**src/rtl/errinj_pkg.sv**
```systemverilog
// Shared types and default widths for the error-injection scheduler.
package errinj_pkg;

  localparam int unsigned ERRINJ_CTRL_W = 16;
  localparam int unsigned ERRINJ_CNT_W  = 16;
  localparam int unsigned ERRINJ_PASS_W = 8;

  localparam logic [ERRINJ_CTRL_W-1:0] ERRINJ_NO_SITE = '0;

  typedef enum logic [2:0] {
    ST_IDLE,
    ST_ARM,
    ST_INJECT,
    ST_GAP,
    ST_DONE
  } errinj_state_t;

  // A repeat count of zero still runs one pass.
  function automatic logic [ERRINJ_PASS_W-1:0] errinj_repeat_eff(
    input logic [ERRINJ_PASS_W-1:0] rep
  );
    return (rep == '0) ? ERRINJ_PASS_W'(1) : rep;
  endfunction

endpackage

```
**src/rtl/errinj_down_counter.sv**
```systemverilog
// Loadable down counter with a zero flag; time-shared between dwell and gap.
module errinj_down_counter #(
  parameter int unsigned W = 16
) (
  input  logic         i_clk,
  input  logic         i_rst,
  input  logic         i_load,
  input  logic [W-1:0] i_load_val,
  input  logic         i_dec,
  output logic         o_zero_c
);

  logic [W-1:0] r_cnt;

  always_ff @(posedge i_clk or posedge i_rst) begin
    if (i_rst) begin
      r_cnt <= '0;
    end else if (i_load) begin
      r_cnt <= i_load_val;
    end else if (i_dec && (r_cnt != '0)) begin
      r_cnt <= r_cnt - W'(1);
    end
  end

  assign o_zero_c = (r_cnt == '0);

endmodule

```
**src/rtl/error_injection_scheduler.sv**
```systemverilog
// Walks a range of error-site codes onto the err_en/err_ctrl broadcast bus.
// Optional build macro ERRINJ_TRIGGER_EN adds a trig input that gates ARM.
module error_injection_scheduler
  import errinj_pkg::*;
#(
  parameter int unsigned CTRL_W = ERRINJ_CTRL_W,
  parameter int unsigned CNT_W  = ERRINJ_CNT_W
) (
  input  logic                     clk,
  input  logic                     rst,
  input  logic                     start,
  input  logic                     abort,
`ifdef ERRINJ_TRIGGER_EN
  input  logic                     trig,
`endif
  input  logic [CTRL_W-1:0]        cfg_first,
  input  logic [CTRL_W-1:0]        cfg_last,
  input  logic [CNT_W-1:0]         cfg_dwell,
  input  logic [CNT_W-1:0]         cfg_gap,
  input  logic [ERRINJ_PASS_W-1:0] cfg_repeat,
  output logic                     busy,
  output logic                     done,
  output logic                     cfg_bad,
  output logic [ERRINJ_PASS_W-1:0] pass_cnt,
  output logic                     err_en,
  output logic [CTRL_W-1:0]        err_ctrl
);

  localparam logic [CTRL_W-1:0] NO_SITE = CTRL_W'(ERRINJ_NO_SITE);
  localparam int unsigned       PCMP_W  = ERRINJ_PASS_W + 1;

  errinj_state_t              r_state;
  logic [CTRL_W-1:0]          r_first;
  logic [CTRL_W-1:0]          r_last;
  logic [CNT_W-1:0]           r_dwell;
  logic [CNT_W-1:0]           r_gap;
  logic [ERRINJ_PASS_W-1:0]   r_repeat;
  logic [CTRL_W-1:0]          r_code;
  logic [ERRINJ_PASS_W-1:0]   r_pass;
  logic                       r_busy;
  logic                       r_done;
  logic                       r_cfg_bad;
  logic                       r_err_en;
  logic [CTRL_W-1:0]          r_err_ctrl;

  logic                       w_cfg_bad_c;
  logic                       w_arm_go;
  logic [CNT_W-1:0]           w_dwell_m1;
  logic [CNT_W-1:0]           w_gap_m1;
  logic                       w_cnt_load;
  logic [CNT_W-1:0]           w_cnt_val;
  logic                       w_cnt_dec;
  logic                       w_cnt_zero;
  logic                       w_at_last;
  logic                       w_more_pass;
  logic [CTRL_W-1:0]          w_code_inc;
  errinj_state_t              w_adv_state;
  logic [CTRL_W-1:0]          w_adv_code;
  logic [ERRINJ_PASS_W-1:0]   w_adv_pass;
  logic [CTRL_W-1:0]          w_adv_ctrl;

  assign w_cfg_bad_c = (cfg_first == '0) || (cfg_first > cfg_last);

`ifdef ERRINJ_TRIGGER_EN
  assign w_arm_go = trig;
`else
  assign w_arm_go = 1'b1;
`endif

  // Counter preloads are one less than the cycle count; it exits on zero.
  assign w_dwell_m1 = (r_dwell == '0) ? '0 : (r_dwell - CNT_W'(1));
  assign w_gap_m1   = r_gap - CNT_W'(1);

  always_comb begin
    w_cnt_load = 1'b0;
    w_cnt_val  = w_dwell_m1;
    w_cnt_dec  = 1'b0;
    case (r_state)
      ST_ARM: w_cnt_load = 1'b1;
      ST_INJECT: begin
        if (w_cnt_zero) begin
          w_cnt_load = (r_gap != '0);
          w_cnt_val  = w_gap_m1;
        end else begin
          w_cnt_dec = 1'b1;
        end
      end
      ST_GAP: w_cnt_dec = !w_cnt_zero;
      default: ;
    endcase
  end

  errinj_down_counter #(
    .W (CNT_W)
  ) u_cnt (
    .i_clk      (clk),
    .i_rst      (rst),
    .i_load     (w_cnt_load),
    .i_load_val (w_cnt_val),
    .i_dec      (w_cnt_dec),
    .o_zero_c   (w_cnt_zero)
  );

  // Compare against last before incrementing so the top code never wraps.
  assign w_at_last   = (r_code == r_last);
  assign w_more_pass = ((PCMP_W'(r_pass) + PCMP_W'(1)) < PCMP_W'(errinj_repeat_eff(r_repeat)));
  assign w_code_inc  = r_code + CTRL_W'(1);

  always_comb begin
    w_adv_state = ST_DONE;
    w_adv_code  = r_code;
    w_adv_pass  = r_pass;
    if (!w_at_last) begin
      w_adv_state = ST_ARM;
      w_adv_code  = w_code_inc;
    end else if (w_more_pass) begin
      w_adv_state = ST_ARM;
      w_adv_code  = r_first;
      w_adv_pass  = r_pass + ERRINJ_PASS_W'(1);
    end
    w_adv_ctrl = (w_adv_state == ST_ARM) ? w_adv_code : NO_SITE;
  end

  always_ff @(posedge clk or posedge rst) begin
    if (rst) begin
      r_state    <= ST_IDLE;
      r_first    <= '0;
      r_last     <= '0;
      r_dwell    <= '0;
      r_gap      <= '0;
      r_repeat   <= '0;
      r_code     <= '0;
      r_pass     <= '0;
      r_busy     <= 1'b0;
      r_done     <= 1'b0;
      r_cfg_bad  <= 1'b0;
      r_err_en   <= 1'b0;
      r_err_ctrl <= NO_SITE;
    end else begin
      r_done <= 1'b0;
      if (abort) begin
        r_state    <= ST_IDLE;
        r_busy     <= 1'b0;
        r_err_en   <= 1'b0;
        r_err_ctrl <= NO_SITE;
      end else begin
        case (r_state)
          ST_IDLE: begin
            r_err_en   <= 1'b0;
            r_err_ctrl <= NO_SITE;
            if (start) begin
              r_first   <= cfg_first;
              r_last    <= cfg_last;
              r_dwell   <= cfg_dwell;
              r_gap     <= cfg_gap;
              r_repeat  <= cfg_repeat;
              r_code    <= cfg_first;
              r_pass    <= '0;
              r_busy    <= 1'b1;
              r_cfg_bad <= w_cfg_bad_c;
              if (w_cfg_bad_c) begin
                r_state <= ST_DONE;
              end else begin
                r_state    <= ST_ARM;
                r_err_ctrl <= cfg_first;
              end
            end
          end
          ST_ARM: begin
            if (w_arm_go) begin
              r_state  <= ST_INJECT;
              r_err_en <= 1'b1;
            end
          end
          ST_INJECT: begin
            if (w_cnt_zero) begin
              r_err_en <= 1'b0;
              if (r_gap != '0) begin
                r_state    <= ST_GAP;
                r_err_ctrl <= NO_SITE;
              end else begin
                r_state    <= w_adv_state;
                r_code     <= w_adv_code;
                r_pass     <= w_adv_pass;
                r_err_ctrl <= w_adv_ctrl;
              end
            end
          end
          ST_GAP: begin
            if (w_cnt_zero) begin
              r_state    <= w_adv_state;
              r_code     <= w_adv_code;
              r_pass     <= w_adv_pass;
              r_err_ctrl <= w_adv_ctrl;
            end
          end
          ST_DONE: begin
            r_state <= ST_IDLE;
            r_busy  <= 1'b0;
            r_done  <= 1'b1;
          end
          default: begin
            r_state    <= ST_IDLE;
            r_busy     <= 1'b0;
            r_err_en   <= 1'b0;
            r_err_ctrl <= NO_SITE;
          end
        endcase
      end
    end
  end

  assign busy     = r_busy;
  assign done     = r_done;
  assign cfg_bad  = r_cfg_bad;
  assign pass_cnt = r_pass;
  assign err_en   = r_err_en;
  assign err_ctrl = r_err_ctrl;

endmodule
```
**config.mk**
```make
export PLATFORM = sky130hd
export DESIGN_NAME = error_injection_scheduler
export DESIGN_NICKNAME = d
export VERILOG_FILES = /design/src/rtl/errinj_pkg.sv /design/src/rtl/errinj_down_counter.sv /design/src/rtl/error_injection_scheduler.sv
export SDC_FILE = /design/constraint.sdc
export NUM_CORES = 1
export LEC_CHECK = 0
export CORE_ASPECT_RATIO = 0.5
export CORE_UTILIZATION = 40
export CTS_BUF_LIST = sky130_fd_sc_hd__clkbuf_4 sky130_fd_sc_hd__clkbuf_8 sky130_fd_sc_hd__clkbuf_16
export DETAILED_ROUTE_END_ITERATION = 12
export DONT_BUFFER_PORTS = 1
export PLACE_DENSITY_LB_ADDON = 0.05
export SYNTH_ARGS = -nofsm -noshare
export SYNTH_HDL_FRONTEND = slang
export SYNTH_SLANG_ARGS = --single-unit
```
**constraint.sdc**
```tcl
create_clock -name clk -period 4.01 [get_ports clk]
set_clock_uncertainty 0.05 [all_clocks]
set_input_delay 0 -clock clk [delete_from_list [all_inputs] [get_ports clk]]
set_output_delay 0 -clock clk [all_outputs]
set_load 0.1 [all_outputs]
```
==> flow_summary_export.csv, run 1 <==
group,metric,value,unit
run_status,status,"finished clean",
routing,via_per_inst,5.485,
synth,synthDominantCellAreaShare,42.53,%
synth,synth_area,0.007944,mm2
synth,synth_top_family_by_area,"simple AND/OR/NAND/NOR gates",
routing,totalWireLength,24.33,mm
cells_and_area,fin_area,0.009658,mm2
die,die_x,201.3,um
setup_path,r2r-end,"r_code[9]",
die,core,0.01946,mm2
clock_tree,cts_made_buffers,17,
synth,netlist_instances,915,
die,io-pin-count,104,
synth,synth_edf_count,0,
synth,syn_nets,1021,
synth,postSynthAreaPerCell,8.682,um2
synth,synth_compound_area_share,18.14,%
setup_path,crit_required,4.28,ns
die,dieArea,0.02046,mm2
cells_and_area,nNetsFinal,1093,
synth,ys.flop_type,"dfrtp_1",
grt,grt_max_degree,82,
power,p_leak,4.350,nW
timing,setup_tns,0,ns
clock_tree,tritoncts,"built",
synth,netlist.top_cell.by_area,"dfrtp_1",
synth,yosysSeqAreaShare,42.53,%
setup_path,critPathMaxFanout,11,
placement,place_inst,1159,
power,peakVddDrop,210.5,uV
setup_path,reg2reg_from,"pass_cnt[0]",
clock_tree,cts.sink_count,135,
setup_path,r2r_cells,11,
synth,synthSimpleGateAreaFrac,22.03,%
placement,place.port_buffers,0,
setup_path,startpoint,"pass_cnt[0]",
routing,dr.pass1.iters,4,
routing,wire_per_inst,19.22,um
synth,ys_warn_count,0,
timing,max_freq,0.2812,GHz
synth,yosysMostFrequentCell,"nand2_1",
synth,synthArstFlopShare,100.0,%
synth,synth_cell_types,63,
timing,setup_violations,0,
power,total_power,4.919,mW
placement,routabilityCongestion,0.8250,
timing,hold_viol,0,
setup_path,cp-start-kind,"flop",
cells_and_area,drive_above_1_share,8.600,%
grt,grtUsageTotal,24.41,%
routing,drc,0,
cells_and_area,n_fill_cell,1868,
timing,worstMarginPinSlew,1.018,ns
timing,finalCritPeriodShare,88.68,%
synth,ys_top_cells_by_area,"dfrtp_1, nand2_1, ha_1, xor2_1, o21ai_0",
job,cap_violations,0,
synth,synth_fa_ha_area_share,4.725,%
setup_path,critPathArrivalTime,3.83,ns
routing,first_iter_violations,454,
routing,vias,6944,
hold_path,hold_class,"input pin to flop",
timing,period_minus_slack,3.556,ns
cells_and_area,antennaDiodeCount,0,
timing,slew_headroom,31.91,%
synth,synth_commonest_cells,"nand2_1, dfrtp_1, o21ai_0, nor2_1, clkbuf_1",
synth,synthMuxAreaShare,0.2678,%
die,die_h,101.7,um
placement,placed_cell_area,0.008298,mm2
clock_tree,cts-root-buf,"clkbuf_16",
grt,antenna_found_initial,0,
setup_path,r2r_slack,0.45,ns
grt,overflow,0,
cells_and_area,ff_latch_area,0.003381,mm2
clock_tree,h-tree-depth,4,
die,fp-row-count,36,
routing,postRouteAntennaNets,0,
cells_and_area,area_growth,21.58,%
timing,drv_slew,0,
cells_and_area,multi_input_area,0.004234,mm2
power,p_per_area,509.3,mW/mm2
cells_and_area,stdcell_count,1266,
synth,ys_seq_elements,135,
clock_tree,insertion_delay,0.44,ns
setup_path,endpoint_kind,"flop",
die,start_util,40.82,%
grt,grt_pass1_wl,38.21,mm
placement,hpwl,16.85,mm
setup_path,crit_end,"r_code[9]",
setup_path,critPathKind,"flop to flop",
grt,grt_pass1_vias,6734,
synth,synth-xor-area-share,8.049,%
clock_tree,clock_path_buffers,2,
timing,rsz0062_at_grt,"false",
clock_tree,clk_pin_slew,0.06,ns
clock_tree,cts_setup_buffers,0,
through the flow:
step                      worst slack (ns)  util, %  hold WS (ns)
after floorplan                    0.03802        -       0.01613
after global placement              0.5271    42.64      -0.02634
after detailed placement            0.4546    42.64      -0.02484
after CTS                           0.4367    49.63       0.05311
after global routing                0.1434    49.63        0.1123
final                               0.4538    49.63       0.07213
worst max-delay path, cell delays in order (launching register included):
cell,delay [ns]
dfrtp_2,0.36
buf_4,0.33
nand3_1,0.14
xnor2_1,0.23
ha_1,0.28
o21ai_0,0.15
nor2_1,0.06
o31ai_1,0.55
and2_1,0.52
o21ai_0,0.19
or2_2,0.29
a221o_1,0.29
flip-flops by register name, indices dropped and copies added, names as in the netlist:
signal	cells
r_first	16
r_repeat	8
busy	1
err_en	1
r_dwell	16
r_gap	16
err_ctrl	16
r_state	3
done	1
cfg_bad	1
pass_cnt	8
r_code	16
r_last	16
u_cnt.r_cnt	16
placed cells by master, fill, tap and decap left out, drive strengths merged, types with 5 or more instances in the layout:
master / instances
a211oi: 14
a21bo: 6
a21o: 8
a21oi: 33
a221o: 16
a22oi: 12
a31oi: 5
and2: 5
and3: 7
buf: 29
clkbuf: 25
dfrtp: 135
dlygate4sd3: 75
ha: 30
inv: 34
nand2: 202
nand3: 21
nand4: 19
nor2: 50
nor2b: 5
nor3: 20
nor4: 16
o211ai: 5
o21a: 5
o21ai: 60
o22ai: 13
o2bb2ai: 9
or2: 5
or3: 6
or4: 7
xnor2: 33
xor2: 40
cell type report:
cell class	instances	share of cell area, %
Inverter	34	1.373
Clock buffer	25	5.350
Timing Repair Buffer	104	10.03
Multi-Input combinational cell	695	43.84
Tap cell	266	3.446
Sequential cell	135	35.00
Clock inverter	7	0.9587
report_power, final:
| part | switching (mW) | internal [mW] |
|---|---|---|
| clock network | 0.607 | 1.02 |
| logic | 0.609 | 0.515 |
| registers | 0.495 | 1.68 |
repair_timing:
item,CTS,global route
endpoints found under the hold margin,183,0
resized for setup,0,0
hold buffers,75,0
cell families (layout without fill, tap and decap cells):
| logic type | Yosys count | after routing |
|---|---|---|
| AO/OA/AOI/OAI | 211 | 211 |
| flip-flops | 135 | 135 |
| multiplexers | 2 | 2 |
| buffers and inverters | 85 | 170 |
| adder cells (fa/ha/maj) | 30 | 30 |
| XOR/XNOR | 73 | 73 |
| AND/OR/NAND/NOR | 379 | 379 |
worst min path at each step:
stage	start	endpoint	slack, ns	cells past startpoint
global placement	rst	r_gap[6]	-0.03	1
floorplan	abort	err_en	0.02	1
finish	start	r_code[10]	0.07	4
CTS	start	r_code[10]	0.05	4
global route	start	r_code[10]	0.11	4
detailed placement	rst	r_gap[7]	-0.02	1
metal layers:
metal / up-vias / share of wire [%] / global-route usage, % / routed length (um)
li1: 3369 / - / - / -
met1: 3381 / 49 / 34.32 / 12000
met2: 169 / 45 / 38.12 / 10930
met3: 25 / 4.5 / 5.341 / 1094
met4: 0 / 1.2 / 6.702 / 304
met5: - / 0 / 0 / 0
No activity file was read; power rests on OpenSTA's default activity.
==> run 2, diff against run 1 <==
--- a/config.mk
+++ b/config.mk
@@ -5,8 +5,9 @@
 export SDC_FILE = /design/constraint.sdc
 export NUM_CORES = 1
 export LEC_CHECK = 0
+export ABC_AREA = 1
 export CORE_ASPECT_RATIO = 0.5
-export CORE_UTILIZATION = 40
+export CORE_UTILIZATION = 55
 export CTS_BUF_LIST = sky130_fd_sc_hd__clkbuf_4 sky130_fd_sc_hd__clkbuf_8 sky130_fd_sc_hd__clkbuf_16
 export DETAILED_ROUTE_END_ITERATION = 12
 export DONT_BUFFER_PORTS = 1
==> constraint.sdc (replaced) <==
create_clock -name clk -period 3.9 [get_ports clk]
set_clock_uncertainty 0.05 [all_clocks]
set_input_delay 0 -clock clk [delete_from_list [all_inputs] [get_ports clk]]
set_output_delay 0 -clock clk [all_outputs]
set_load 0.1 [all_outputs]
==> run 2 against run 1 <==
  * First-iteration DRC count rose by 37%
  * Utilization up 17 points
  * Critical endpoint is now err_ctrl[14]
  * The flow now finishes with violations (DRC)
  * Sequential power up 33%
  * Via count rose by 17%
  * Largest power group is now combinational cells
==> flow_summary_export.csv, run 2 <==
group,metric,value,unit
clock_tree,tritoncts,"built",
placement,dp_worst_setup_slack,0.6283,ns
power,peakVddDrop,410.0,uV
synth,synth_edf_count,0,
routing,first_iter_violations,620,
clock_tree,clock_path_buffers,2,
timing,rsz0062_at_grt,"false",
setup_path,crit_required,4.21,ns
timing,finalCritPeriodShare,85.61,%
cells_and_area,final_common_cell,"nand2_1",
grt,grt_pass1_wl,40.25,mm
synth,synth_area,0.008701,mm2
synth,netlist_instances,1210,
die,io-pin-count,104,
cells_and_area,layout_common_cells,"nand2_1, inv_1, dfrtp_1",
clock_tree,cts_made_buffers,17,
setup_path,critPathMaxFanout,18,
run_status,failed_checks,"DRC",
synth,synthSimpleGateAreaFrac,28.67,%
timing,setup_ws,0.5612,ns
placement,place_inst,1389,
timing,hold_viol,0,
timing,setup_tns,0,ns
power,p_per_area,753.2,mW/mm2
synth,synth_fa_ha_area_share,4.314,%
grt,grt_pass1_vias,7951,
run_status,status,"finished, violations left",
timing,worst_hold_slack,0.2044,ns
synth,synth_commonest_cells,"nand2_1, inv_1, dfrtp_1, nor2_1, nand3_1",
synth,synthMuxAreaShare,1.424,%
synth,synth_top_family_by_area,"simple AND/OR/NAND/NOR gates",
routing,vias,8115,
placement,routabilityCongestion,0.9419,
power,total_power,7.769,mW
grt,overflow,0,
synth,syn_nets,1316,
synth,ys.flop_type,"dfrtp_1",
grt,grt_max_degree,113,
die,die_x,179.9,um
cells_and_area,nNetsFinal,1386,
placement,place.port_buffers,0,
die,start_util,56.44,%
synth,synth_cell_types,47,
timing,slew_headroom,31.59,%
timing,worstMarginPinSlew,1.026,ns
cells_and_area,stdcell_count,1496,
synth,synthDominantCellAreaShare,38.83,%
routing,via_per_inst,5.424,
routing,drc,5,
setup_path,critPathArrivalTime,3.65,ns
timing,period_minus_slack,3.339,ns
synth,netlist.top_cell.by_area,"dfrtp_1",
clock_tree,insertion_delay,0.43,ns
setup_path,endpoint_kind,"flop",
cells_and_area,ff_latch_area,0.003378,mm2
setup_path,cp-start-kind,"flop",
setup_path,critPathKind,"flop to flop",
timing,max_freq,0.2995,GHz
die,fp-row-count,32,
synth,postSynthAreaPerCell,7.191,um2
routing,dr.pass1.iters,9,
synth,yosysSeqAreaShare,38.83,%
cells_and_area,antennaDiodeCount,0,
routing,totalWireLength,24.09,mm
routing,wire_per_inst,16.11,um
clock_tree,cts-root-buf,"clkbuf_16",
die,core,0.01541,mm2
synth,yosysMostFrequentCell,"nand2_1",
cells_and_area,area_growth,18.55,%
power,p_leak,5.089,nW
synth,synthArstFlopShare,100.0,%
clock_tree,h-tree-depth,4,
routing,postRouteAntennaNets,0,
clock_tree,clk_pin_slew,0.07,ns
synth,ys_seq_elements,135,
timing,drv_slew,0,
die,dieArea,0.01636,mm2
clock_tree,cts.sink_count,135,
grt,antenna_found_initial,0,
job,cap_violations,0,
placement,hpwl,16.32,mm
hold_path,hold_class,"input pin to flop",
cells_and_area,n_fill_cell,1352,
cells_and_area,drive_above_1_share,7.895,%
grt,grtUsageTotal,31.26,%
synth,synth_compound_area_share,12.40,%
synth,ys_warn_count,0,
synth,ys_top_cells_by_area,"dfrtp_1, nand2_1, inv_1, nor2_1, nand3_1",
die,die_h,90.94,um
timing,setup_violations,0,
cells_and_area,multi_input_area,0.004514,mm2
synth,synth-xor-area-share,4.932,%
-- run 2: worst paths after layout --
check                       startpoint           end  slack (ns)  depth (start not counted)
max                        pass_cnt[0]  err_ctrl[14]        0.56                         17
min                        cfg_gap[11]     r_gap[11]        0.20                          2
max reg2reg                pass_cnt[0]  err_ctrl[14]        0.56                         17
min reg2reg                r_first[12]   r_first[12]        0.44                          2
max in group asynchronous          rst  err_ctrl[14]        2.59                          3
min in group asynchronous          rst   pass_cnt[4]        0.25                          2
-- run 2: power breakdown --
part	switching (mW)	internal [mW]	total [mW]
clock	0.655	1.21	1.87
combinational	1.93	1.09	3.02
sequential	0.898	1.98	2.88
total	3.48	4.28	7.77
-- run 2: worst max-delay path, cell delays in order (launching register included) --
cell and delay (ns):
dfrtp_1 0.39, inv_1 0.08, nor3_1 0.29, nand2_1 0.12, nor3_1 0.22, xor2_1 0.23, ha_1 0.27, inv_1 0.06
nor2_1 0.06, nand2_1 0.05, nand3b_1 0.08, nor2_2 0.18, nand2_4 0.19, a21oi_4 0.55, nand3_1 0.17, o21ai_1 0.11
nand2_1 0.09, nand2_1 0.06
-- run 2: kinds of logic after synthesis --
logic type | after synthesis
flip-flops | 135
XOR/XNOR | 49
AO/OA/AOI/OAI | 202
adder cells (fa/ha/maj) | 30
buffers and inverters | 202
multiplexers | 11
AND/OR/NAND/NOR | 581
-- run 2: per-layer routing --
| metal | up-vias | track usage (%) | part of all wire, % |
|---|---|---|---|
| met3 | 44 | 5.375 | 4.8 |
| li1 | 4018 | - | - |
| met2 | 248 | 51.85 | 47 |
| met1 | 3805 | 40.59 | 46 |
| met4 | 0 | 13.43 | 2.6 |
| met5 | - | 0 | 0 |
-- run 2: final cells by class --
class / instances / area share, %
clock inverter: 12 / 2.196
timing repair buffer: 91 / 8.588
clock buffer: 19 / 4.270
inverter: 162 / 5.956
multi-input combinational: 873 / 43.77
sequential: 135 / 32.75
tap: 204 / 2.475
-- run 2: timing repair --
item | in CTS | in global routing
hold endpoints to repair | 221 | 0
buffers inserted | 0 | 0
hold buffers | 76 | 0
gates resized for setup | 0 | 0
-- run 2: through the flow --
stage	instance area, um2	util [%]
5_1_grt	10310	66.92
3_5_place_dp	8887	57.65
2_1_floorplan	8701	-
6_report	10310	66.92
4_1_cts	10310	66.92
3_3_place_gp	8887	57.65
